`src/rtl/bk_seq_wide_adder.sv`:
```
// Word-serial wide adder: adds two NWORDS x 16-bit operands one 16-bit word
// per cycle, least-significant word first, using two 16-bit Brent-Kung adders
// (operand add, then carry-in add). Valid/ready handshake on both sides.

// 16-bit Brent-Kung prefix adder, no carry-in; s[16] is the carry out.
module BK_adder (
    input  logic [15:0] a,
    input  logic [15:0] b,
    output logic [16:0] s
);
    logic [15:0] p0;
    logic [15:0] g;
    logic [15:0] p;

    // Up-sweep builds group generate/propagate at power-of-two spans,
    // down-sweep fills in the remaining prefix positions.
    always_comb begin
        p0 = a ^ b;
        g  = a & b;
        p  = p0;
        for (int l = 0; l < 4; l++) begin
            for (int i = 0; i < 16; i++) begin
                if (((i + 1) % (2 << l)) == 0) begin
                    g[i] = g[i] | (p[i] & g[(i >= (1 << l)) ? i - (1 << l) : 0]);
                    p[i] = p[i] & p[(i >= (1 << l)) ? i - (1 << l) : 0];
                end
            end
        end
        for (int l = 2; l >= 0; l--) begin
            for (int i = 0; i < 16; i++) begin
                if (i >= (3 << l) - 1 && ((i + 1 - (1 << l)) % (2 << l)) == 0) begin
                    g[i] = g[i] | (p[i] & g[(i >= (1 << l)) ? i - (1 << l) : 0]);
                    p[i] = p[i] & p[(i >= (1 << l)) ? i - (1 << l) : 0];
                end
            end
        end
        s     = '0;
        s[0]  = p0[0];
        for (int i = 1; i < 16; i++) s[i] = p0[i] ^ g[i-1];
        s[16] = g[15];
    end
endmodule

module bk_seq_wide_adder #(
    parameter int NWORDS = 4
) (
    input  logic                 clk,
    input  logic                 rst,
    input  logic                 in_valid,
    output logic                 in_ready,
    input  logic [16*NWORDS-1:0] in_a,
    input  logic [16*NWORDS-1:0] in_b,
    output logic                 out_valid,
    input  logic                 out_ready,
    output logic [16*NWORDS:0]   out_sum,
    output logic                 busy
);
    localparam int W  = 16 * NWORDS;
    localparam int IW = $clog2(NWORDS) + 1;

    typedef enum logic [1:0] {IDLE, CALC, DONE} state_t;

    state_t         state;
    logic [W-1:0]   a_reg;
    logic [W-1:0]   b_reg;
    logic           carry_reg;
    logic [IW-1:0]  idx;
    logic [31:0]    base;
    logic [15:0]    a_w;
    logic [15:0]    b_w;
    logic [16:0]    s1;
    logic [16:0]    s2;
    logic           carry_nxt;
    logic           last;

    assign base      = {{(32-IW){1'b0}}, idx} << 4;
    assign a_w       = a_reg[base +: 16];
    assign b_w       = b_reg[base +: 16];
    assign last      = (idx == IW'(NWORDS - 1));
    // At most one of the two partial adds can carry out, so OR is exact.
    assign carry_nxt = s1[16] | s2[16];

    BK_adder u_add_ab (.a(a_w),       .b(b_w),                .s(s1));
    BK_adder u_add_c  (.a(s1[15:0]),  .b({15'd0, carry_reg}), .s(s2));

    // Handshake FSM with registered status outputs and per-word result writes.
    always_ff @(posedge clk) begin
        if (rst) begin
            state     <= IDLE;
            in_ready  <= 1'b1;
            out_valid <= 1'b0;
            busy      <= 1'b0;
            out_sum   <= '0;
            carry_reg <= 1'b0;
            idx       <= '0;
            a_reg     <= '0;
            b_reg     <= '0;
        end else begin
            case (state)
                IDLE: begin
                    if (in_valid && in_ready) begin
                        a_reg     <= in_a;
                        b_reg     <= in_b;
                        carry_reg <= 1'b0;
                        idx       <= '0;
                        out_sum   <= '0;
                        in_ready  <= 1'b0;
                        busy      <= 1'b1;
                        state     <= CALC;
                    end
                end
                CALC: begin
                    out_sum[base +: 16] <= s2[15:0];
                    carry_reg           <= carry_nxt;
                    idx                 <= idx + 1'b1;
                    if (last) begin
                        out_sum[W] <= carry_nxt;
                        busy       <= 1'b0;
                        out_valid  <= 1'b1;
                        state      <= DONE;
                    end
                end
                DONE: begin
                    if (out_ready) begin
                        out_valid <= 1'b0;
                        in_ready  <= 1'b1;
                        state     <= IDLE;
                    end
                end
                default: begin
                    out_valid <= 1'b0;
                    busy      <= 1'b0;
                    in_ready  <= 1'b1;
                    state     <= IDLE;
                end
            endcase
        end
    end
endmodule
```
`config.mk`:
```
export PLATFORM = sky130hd
export DESIGN_NAME = bk_seq_wide_adder
export DESIGN_NICKNAME = d
export VERILOG_FILES = /design/src/rtl/bk_seq_wide_adder.sv
export SDC_FILE = /design/constraint.sdc
export NUM_CORES = 1
export LEC_CHECK = 0
export CAP_MARGIN = 40
export CORE_MARGIN = 4
export CORE_UTILIZATION = 35
export CTS_BUF_LIST = sky130_fd_sc_hd__clkbuf_16
export DETAILED_ROUTE_END_ITERATION = 8
export SETUP_SLACK_MARGIN = 0.05
export SYNTH_ARGS = -nofsm -noshare
export SYNTH_HDL_FRONTEND = slang
export SYNTH_SLANG_ARGS = --single-unit
```
`constraint.sdc`:
```
create_clock -name clk -period 5.6 [get_ports clk]
set_clock_uncertainty 0.05 [all_clocks]
set_input_delay 0.56 -clock clk [delete_from_list [all_inputs] [get_ports clk]]
set_output_delay 0.56 -clock clk [all_outputs]
set_load 0.03 [all_outputs]
```
Word level (Yosys, flattened, before mapping)
Cells that the tools add are included.

operators by class
  reductions and logical operators = 9
  add/sub/neg operators = 2
  multipliers = 0
  equality and inequality tests = 6
  $lt $le $gt $ge = 0
  multiplexer cells = 20
  divide/modulo/power cells = 0
  shift-type cells = 4
  bitwise logic cells = 164

operator list
  kind                                                    number
  case mux 65 bit (2 select lines)                        1
  indexed part select 64 x 8 -> 16 bit                    2
  bitwise AND 1 bit                                       74
  bitwise mux 65 bit                                      1
  2-to-1 mux 65 bit                                       1
  variable shift 16 x 34 -> 65 bit, first input constant  1
  indexed part select 16 x 34 -> 65 bit                   1
  bitwise OR 1 bit                                        53
  negator 7 -> 34 bit                                     1
  XOR 1 bit                                               30
  bitwise AND 16 x 1 -> 16 bit                            1
  bitwise AND 16 bit                                      1
  XOR 16 x 1 -> 16 bit                                    1
  XOR 16 bit                                              1
  AND reduction 3 bit                                     4
  case mux 1 bit (3 select lines)                         3
  2-to-1 mux 1 bit                                        7
  2-to-1 mux 2 bit                                        3
  != test 2 bit, second input constant                    3
  case mux 2 bit (3 select lines)                         1
  case mux 3 bit (2 select lines)                         1
  AND reduction 2 bit                                     2
  adder 3 x 1 -> 3 bit, second input constant             1
  equality test 3 x 2 -> 1 bit, second input constant     1
  8 further kinds                                         10

word-level totals
  memories = 0
  bits of input ports = 132
  register bits = 202
  ROM bits = 0
  bits in latches = 0
  word-level logic and storage cells = 214
  memory bits (writable) = 0

Logic depth before layout (Yosys ltp)
Gate-level depths: netlist of run 1.

  depth in word-level cells = 33
  depth in mapped cells = 20

Modules after synthesis
From an unflattened synthesis of run 1, not the netlist that was laid out.

second synthesis, totals
  cell total of the unflattened synthesis = 1158
  area, all modules = 9967.1 um^2

modules (own cells, without submodules)
  module               cells each  area each (um^2)  times used  sequential area each (um^2)
  bk_seq_wide_adder    1008        8644.5            1           4043.9
  BK_adder (u_add_c)   78          694.4             1           0.0
  BK_adder (u_add_ab)  72          628.1             1           0.0

Worst setup path after synthesis of run 1
No wires, ideal clock.

  path kind = register to register
  start = register idx[0]
  end = register out_sum[47]
  data required time = 5.422 ns
  arrival time = 4.199 ns
  path buffers = 2
  stages on the path, launching flop included = 19
  period minus slack after synthesis = 4.377 ns
  slack = 1.223 ns
  setup time = 0.128 ns
  cells stage by stage = dfxtp_1 buf_4 buf_2 mux4_2 and2_1 ha_1 fa_1 a21o_1 nand4_1 nand2_1 a31oi_1 fa_1 nor4_1 and2_1 nor3b_1 ha_1 xnor2_1 a22oi_1 nor2_1

between the ends
  cells in the longest elaborated chain, start to end = 26

ends and longest elaborated chain
  what                                                     line    text
  start, declared                                          67      logic [IW-1:0] idx;
  start signal, assigned                                   115     idx <= idx + 1'b1;
  indexed part select 64 x 8 -> 16 bit (on tied branches)  77, 78
  XOR 16 bit / bitwise AND 16 bit (equally long branches)  18, 19
  bitwise AND 1 bit                                        24      g[i] = g[i] | (p[i] & g[(i >= (1 << l)) ? i - (1 << l) : 0]);
  bitwise OR 1 bit                                         24
  bitwise AND 1 bit                                        24
  bitwise OR 1 bit                                         24
  bitwise AND 1 bit (on tied branches)                     24, 32
  bitwise OR 1 bit (on tied branches)                      24, 32
  (+10 left out)                                           --
  bitwise AND 1 bit                                        32      g[i] = g[i] | (p[i] & g[(i >= (1 << l)) ? i - (1 << l) : 0]);
  bitwise OR 1 bit                                         32
  bitwise AND 1 bit                                        32
  bitwise OR 1 bit                                         32
  XOR 1 bit                                                39      for (int i = 1; i < 16; i++) s[i] = p0[i] ^ g[i-1];
  indexed part select 16 x 34 -> 65 bit                    113     out_sum[base +: 16] <= s2[15:0];
  bitwise mux 65 bit (*)                                   113
  case mux 65 bit (2 select lines) (*)                     99      case (state)
  end signal, assigned by index                            113
  end signal, assigned by index                            117     out_sum[W] <= carry_nxt;
  end, declared                                            55      output logic [16*NWORDS:0] out_sum,

Mark *: on every way between the ends. The rest lies on a longest branch, timed or not.
A chain may end at the register's enable or synchronous reset.

Worst setup path after layout of run 1
Ends and elaborated chain as after synthesis.

==> results.toml, run 1 <==
[status]
status = "completed"

[synthesis]
postSynthRegisterBits = 202
synth_flop_cell = "dfxtp_1"
synth-edff-count = 0
synthesis.area_um2 = 9170
syn_avg_cell_area_um2 = 8.71
seq_area_frac_synth_pct = 44.1
synth_warnings = 0
synthCells = 1053
ys_types = 51
async_reset_ff_share_pct = 0
syn-num-nets = 1224

[finish]
stdcell_count = 1556
antennaDiodeCount = 0
final_nets = 1381
synthToLayoutAreaGrowth_pct = 30.6
drive_above_1_share_pct = 7.18
largest_reg_flops = 65

[floorplan]
start_util_pct = 36.0
die-area_um2 = 28900
dieWidth_um = 170
boundaryPins = 200
core-area_um2 = 25500
die-height_um = 170
num_rows = 58

[critical_path]
critical_path_required_ns = 5.99
critPathMaxFanout = 24
critical_path_arrival_ns = 5.32
critPathLaunchType = "flip-flop"
setup.worst_path.end_class = "flip-flop"
crit_type = "flip-flop to flip-flop"

[detailed_routing]
wl_met2_mm = 12.3
viasPerCell = 5.09
wl_met1_mm = 12.5
routed-via-count = 7924
wl_per_cell_um = 17.3
dr.pass1.iters = 5
drtAntennaViolNets = 0
routed_wl_mm = 27.0
drc_errors = 0
routed.top_layer = "met4"
wl_met3_mm = 1.64
dr.first_iter.drc_count = 651

[clock_tree]
ctsHoldBuffers = 0
cts.reportedPaths.clkPinSlew_ns = 0.06
ctsHtreeMaxLevel = 1
cts_resized = 0
cts_tree = "done"
cts_max_path_buffers = 3
numCtsBuffers = 23
post-cts-setup-buffers = 0
clockRootBuffer = "clkbuf_16"
clock_latency_ns = 0.51
cts_sinks = 202

[timing]
drv_slew = 0
setup_viol = 0
rsz0062_at_grt = "no"
hold_violations = 0
max_freq_mhz = 203
worst_slack_ns = 0.665
min_period_ns = 4.93
fin_crit_sh_pct = 88.1
worst_pin_slew_ns = 0.908
slew_headroom_pct = 39.5
fin_setup_tns_ns = 0

[power]
sequentialPowerShare_pct = 43.3
p_sw_share_pct = 27.6
pwr-share-comb_pct = 16.5
power_leakage_nw = 4.45
p_int_w = 0.00261
ir_drop_v = 0.000134
clockPowerShare_pct = 40.3
p_sw_w = 0.000995
p_per_area_nw_per_um2 = 301

[placed_design]
dp.cells = 1515
pre_cts_slack_ns = 0.726
place_congestion = 0.813
portBuffers = 199
hpwl_mm = 19.7

[grt]
antenna_found_initial = 0
grt_overflow = 0
grt_pass1_vias = 7646
grt_usage_pct = 18.1
grt_pass1_wl_mm = 42.1
grt_max_degree = 104

[min_path]
hp-class = "input port to flip-flop"

[job]
cap_violations = 0
[placed cells by master, fill, tap and decap left out, types with 3 or more instances in the layout]
cell,count
a211oi_1,11
a21o_1,5
a21oi_1,159
a21oi_2,3
a22oi_1,48
a31oi_1,4
and2_1,28
buf_4,11
buf_6,3
clkbuf_16,23
clkdlybuf4s50_1,198
clkinv_1,4
clkinv_2,4
dfxtp_1,200
fa_1,8
ha_1,31
inv_1,20
mux2i_1,7
mux4_2,26
nand2_1,283
nand3_1,17
nand4_1,3
nor2_1,64
nor2b_1,8
nor3b_1,3
o21ai_0,5
xnor2_1,5
xor2_1,9
[metal layers]
layer / track usage (%) / vias up
met5: 0 / -
met4: 4.69 / 0
met3: 2.74 / 38
met2: 29.0 / 245
met1: 25.6 / 3745
li1: - / 3896
[cells in the mapped netlist, types with 7 or more instances]
master    instances  area [um2]
a22oi_1          48         360
xor2_1            9        78.8
and2_1           28         175
ha_1             31         388
nand2_1         283        1060
buf_6             7        78.8
a21oi_1         159         796
nor2b_1           8        50.1
clkbuf_1         28         105
buf_4            19         143
a211oi_1         11        82.6
nor2_1           64         240
mux2i_1           7        70.1
mux4_2           26         586
dfxtp_1         202        4040
inv_1            16        60.1
buf_2            26         130
fa_1              8         160
nand3_1          17        85.1
[layout make-up]
class,instances,area (um2)
clock inverter,18,145
tap,330,413
fill,2472,13500
timing repair buffer,213,2130
sequential,202,4050
clock buffer,23,576
inverter,16,60.1
multi-input combinational,754,4610
[logic make-up after synthesis]
family / share of synthesized area, %
AOI/OAI and AO/OA: 15.4
xor gates and xnor gates: 1.34
adders and majority gates: 5.97
buffers and inverters: 5.67
DFF: 44.1
muxes: 7.15
and+or+nand+nor: 20.4
[per-stage QoR]
stage	hold slack (ns)	utilization [%]	total power, W	cell area, um2
6_report	0.351	47.0	0.00360	12000
3_5_place_dp	0.395	44.2	0.00218	11300
2_1_floorplan	0.382	-	0.00195	9170
3_3_place_gp	0.392	44.0	0.00217	11200
5_1_grt	0.361	47.0	0.00376	12000
4_1_cts	0.345	47.0	0.00363	12000
[path summary, 6_finish.rpt]
kind              slack (ns)  cells after the start  startpoint     endpoint
hold / removal          0.35                      2         rst     state[1]
setup / recovery        0.67                     16      idx[0]  out_sum[47]
setup reg to reg        0.67                     16      idx[0]  out_sum[47]
hold reg to reg         0.40                      2   b_reg[10]    b_reg[10]
[worst max-delay path: stages, from the launching register on]
cell     delay, ns
dfxtp_2       0.75
buf_4         0.33
mux4_2        0.52
and2_1        0.18
fa_1          0.43
a21o_1        0.20
nand4_1       0.12
nand2_1       0.12
a31oi_1       0.25
fa_1          0.49
nor4_1        0.36
and2_1        0.21
nor3b_1       0.19
ha_1          0.19
xnor2_1       0.21
a22oi_1       0.15
nor2_1        0.12
[power by group through the flow]
stage	clock, W	sequential [W]	combinational, W
final	0.00145	0.00156	0.000593
after global routing	0.00153	0.00157	0.000657
after CTS	0.00148	0.00156	0.000598
after detailed placement	0	0.00159	0.000595
after global placement	0	0.00159	0.000584
after floorplan	0	0.00157	0.000380
(Power assumes the default switching activity.)
==> inputs of run 2 (changes only) <==
--- a/config.mk
+++ b/config.mk
@@ -5,6 +5,7 @@
 export SDC_FILE = /design/constraint.sdc
 export NUM_CORES = 1
 export LEC_CHECK = 0
+export ABC_AREA = 0
 export CAP_MARGIN = 40
 export CORE_MARGIN = 4
 export CORE_UTILIZATION = 35
==> results of run 2 <==
The final DEF is identical to that of run 1; final timing and power are the same.
==> inputs of run 3 (changes only) <==
--- a/config.mk
+++ b/config.mk
@@ -8,9 +8,10 @@
 export ABC_AREA = 0
 export CAP_MARGIN = 40
 export CORE_MARGIN = 4
-export CORE_UTILIZATION = 35
+export CORE_UTILIZATION = 40
 export CTS_BUF_LIST = sky130_fd_sc_hd__clkbuf_16
 export DETAILED_ROUTE_END_ITERATION = 8
+export PLACE_DENSITY = 0.65
 export SETUP_SLACK_MARGIN = 0.05
 export SYNTH_ARGS = -nofsm -noshare
 export SYNTH_HDL_FRONTEND = slang
==> results.toml, run 3 (same netlist as run 1, synthesis figures left out) <==
[finish]
layout_common_cells = "283 x nand2_1, 200 x dfxtp_1, 198 x clkdlybuf4s50_1, 159 x a21oi_1, 64 x nor2_1"
regArea_um2 = 4050
n_fill_cell = 2147
multiInputGateArea_um2 = 4610
largest_reg_flops = 65
layout_commonest_cell = "nand2_1"
antennaDiodeCount = 0
synthToLayoutAreaGrowth_pct = 28.3
final_nets = 1375
drive_above_1_share_pct = 6.17

[timing]
setup_viol = 0
slew_headroom_pct = 40.5
max_freq_mhz = 202
worst_slack_ns = 0.658
worst_pin_slew_ns = 0.889
rsz0062_at_grt = "no"
min_period_ns = 4.94
hold_violations = 0
drv_slew = 0
fin_crit_sh_pct = 88.2
fin_setup_tns_ns = 0

[power]
p_sw_w = 0.000925
pwr-share-comb_pct = 17.4
ir_drop_v = 0.000141
p_sw_share_pct = 27.5
p_per_area_nw_per_um2 = 286
power_leakage_nw = 4.38
clockPowerShare_pct = 36.3
p_int_w = 0.00244
sequentialPowerShare_pct = 46.3

[min_path]
min_delay_path_depth = 2
hp-class = "input port to flip-flop"

[clock_tree]
ctsHtreeMaxLevel = 1
ctsHoldBuffers = 0
cts_tree = "done"
post-cts-setup-buffers = 0
cts_sinks = 202
cts_max_path_buffers = 3
numCtsBuffers = 21
cts.reportedPaths.clkPinSlew_ns = 0.06
cts_resized = 0
clockRootBuffer = "clkbuf_16"
clock_latency_ns = 0.50

[critical_path]
crit_type = "flip-flop to flip-flop"
critPathLaunchType = "flip-flop"
max_stage_delay_ns = 0.85
critPathMaxFanout = 24
critical_path_arrival_ns = 5.31
critPathSlowestCell = "dfxtp_2"
setup.worst_path.end_class = "flip-flop"
crit_chain = "mux4_2, and2_1, ha_1, fa_1, a21o_1, nand4_1, nand2_1, a31oi_1, fa_1, nor4_1, and2_1, nor3b_1, ha_1, xnor2_1, a22oi_1, nor2_1"
critical_path_required_ns = 5.97
reg2reg_depth = 16

[floorplan]
dieWidth_um = 159
num_rows = 55
core-area_um2 = 22600
start_util_pct = 40.6
die-area_um2 = 25400
boundaryPins = 200
die-height_um = 159

[placed_design]
pre_cts_slack_ns = 0.671
hpwl_mm = 18.6
portBuffers = 199
place_congestion = 0.816

[grt]
grt_pass1_wl_mm = 40.2
antenna_found_initial = 0
grt_max_degree = 98
grt_usage_pct = 19.2
grt_overflow = 0
grt_pass1_vias = 7465

[detailed_routing]
dr.first_iter.drc_count = 541
routed-via-count = 7784
drtAntennaViolNets = 0
wl_per_cell_um = 17.0
routed_wl_mm = 25.6
viasPerCell = 5.19
drc_errors = 0
dr.pass1.iters = 5

[status]
status = "completed"

[job]
cap_violations = 0
run 3: changes by cell type in the layout (fill, tap and decap cells not counted), sizes merged:
cell,delta
buf,-4
clkinv,-3
inv,+3
bufinv,-2
clkbuf,-2
clkinvlp,-2
run 3: stage by stage:
stage	util, %	power, W	hold slack (ns)	instance area (um2)	cells
3_5_place_dp	49.5	0.00217	0.394	11200	1466
3_3_place_gp	49.3	0.00216	0.391	11100	1464
6_report	52.1	0.00336	0.353	11800	1501
5_1_grt	52.1	0.00352	0.366	11800	1501
4_1_cts	52.1	0.00340	0.353	11800	1501
2_1_floorplan	-	0.00195	0.382	9170	1053
run 3: final cells by class:
type	count	area share, %
Multi-Input combinational cell	754	39.2
Sequential cell	202	34.4
Timing Repair Buffer	209	17.9
Clock buffer	21	4.47
Tap cell	285	3.03
Clock inverter	14	0.542
Inverter	16	0.511
run 3: power groups by stage:
stage | logic [W] | clock network [W] | registers [W]
finish | 0.000586 | 0.00122 | 0.00156
global placement | 0.000575 | 0 | 0.00159
floorplan | 0.000380 | 0 | 0.00157
CTS | 0.000588 | 0.00125 | 0.00156
global route | 0.000645 | 0.00131 | 0.00156
detailed placement | 0.000585 | 0 | 0.00159
run 3: metal layers:
layer	part of all wire (%)	track usage, %	vias to the layer above
met5	0	0	-
met4	2.0	4.50	0
met3	6.6	3.68	28
met2	46	30.5	253
met1	46	27.1	3618
li1	-	-	3885
run 3: final timing paths:
check                end  slack [ns]       from
min reg2reg    b_reg[49]        0.40  b_reg[49]
max          out_sum[47]        0.66     idx[0]
min            out_valid        0.35        rst
max reg2reg  out_sum[47]        0.66     idx[0]
run 3: worst max-delay path: cells and delay by family (launching register included):
family / cells / cell delay, ns
muxes: 1 / 0.58
DFF: 1 / 0.85
and+or+nand+nor: 7 / 1.27
adders and majority gates: 4 / 1.30
AOI/OAI and AO/OA: 3 / 0.58
xor gates and xnor gates: 1 / 0.20
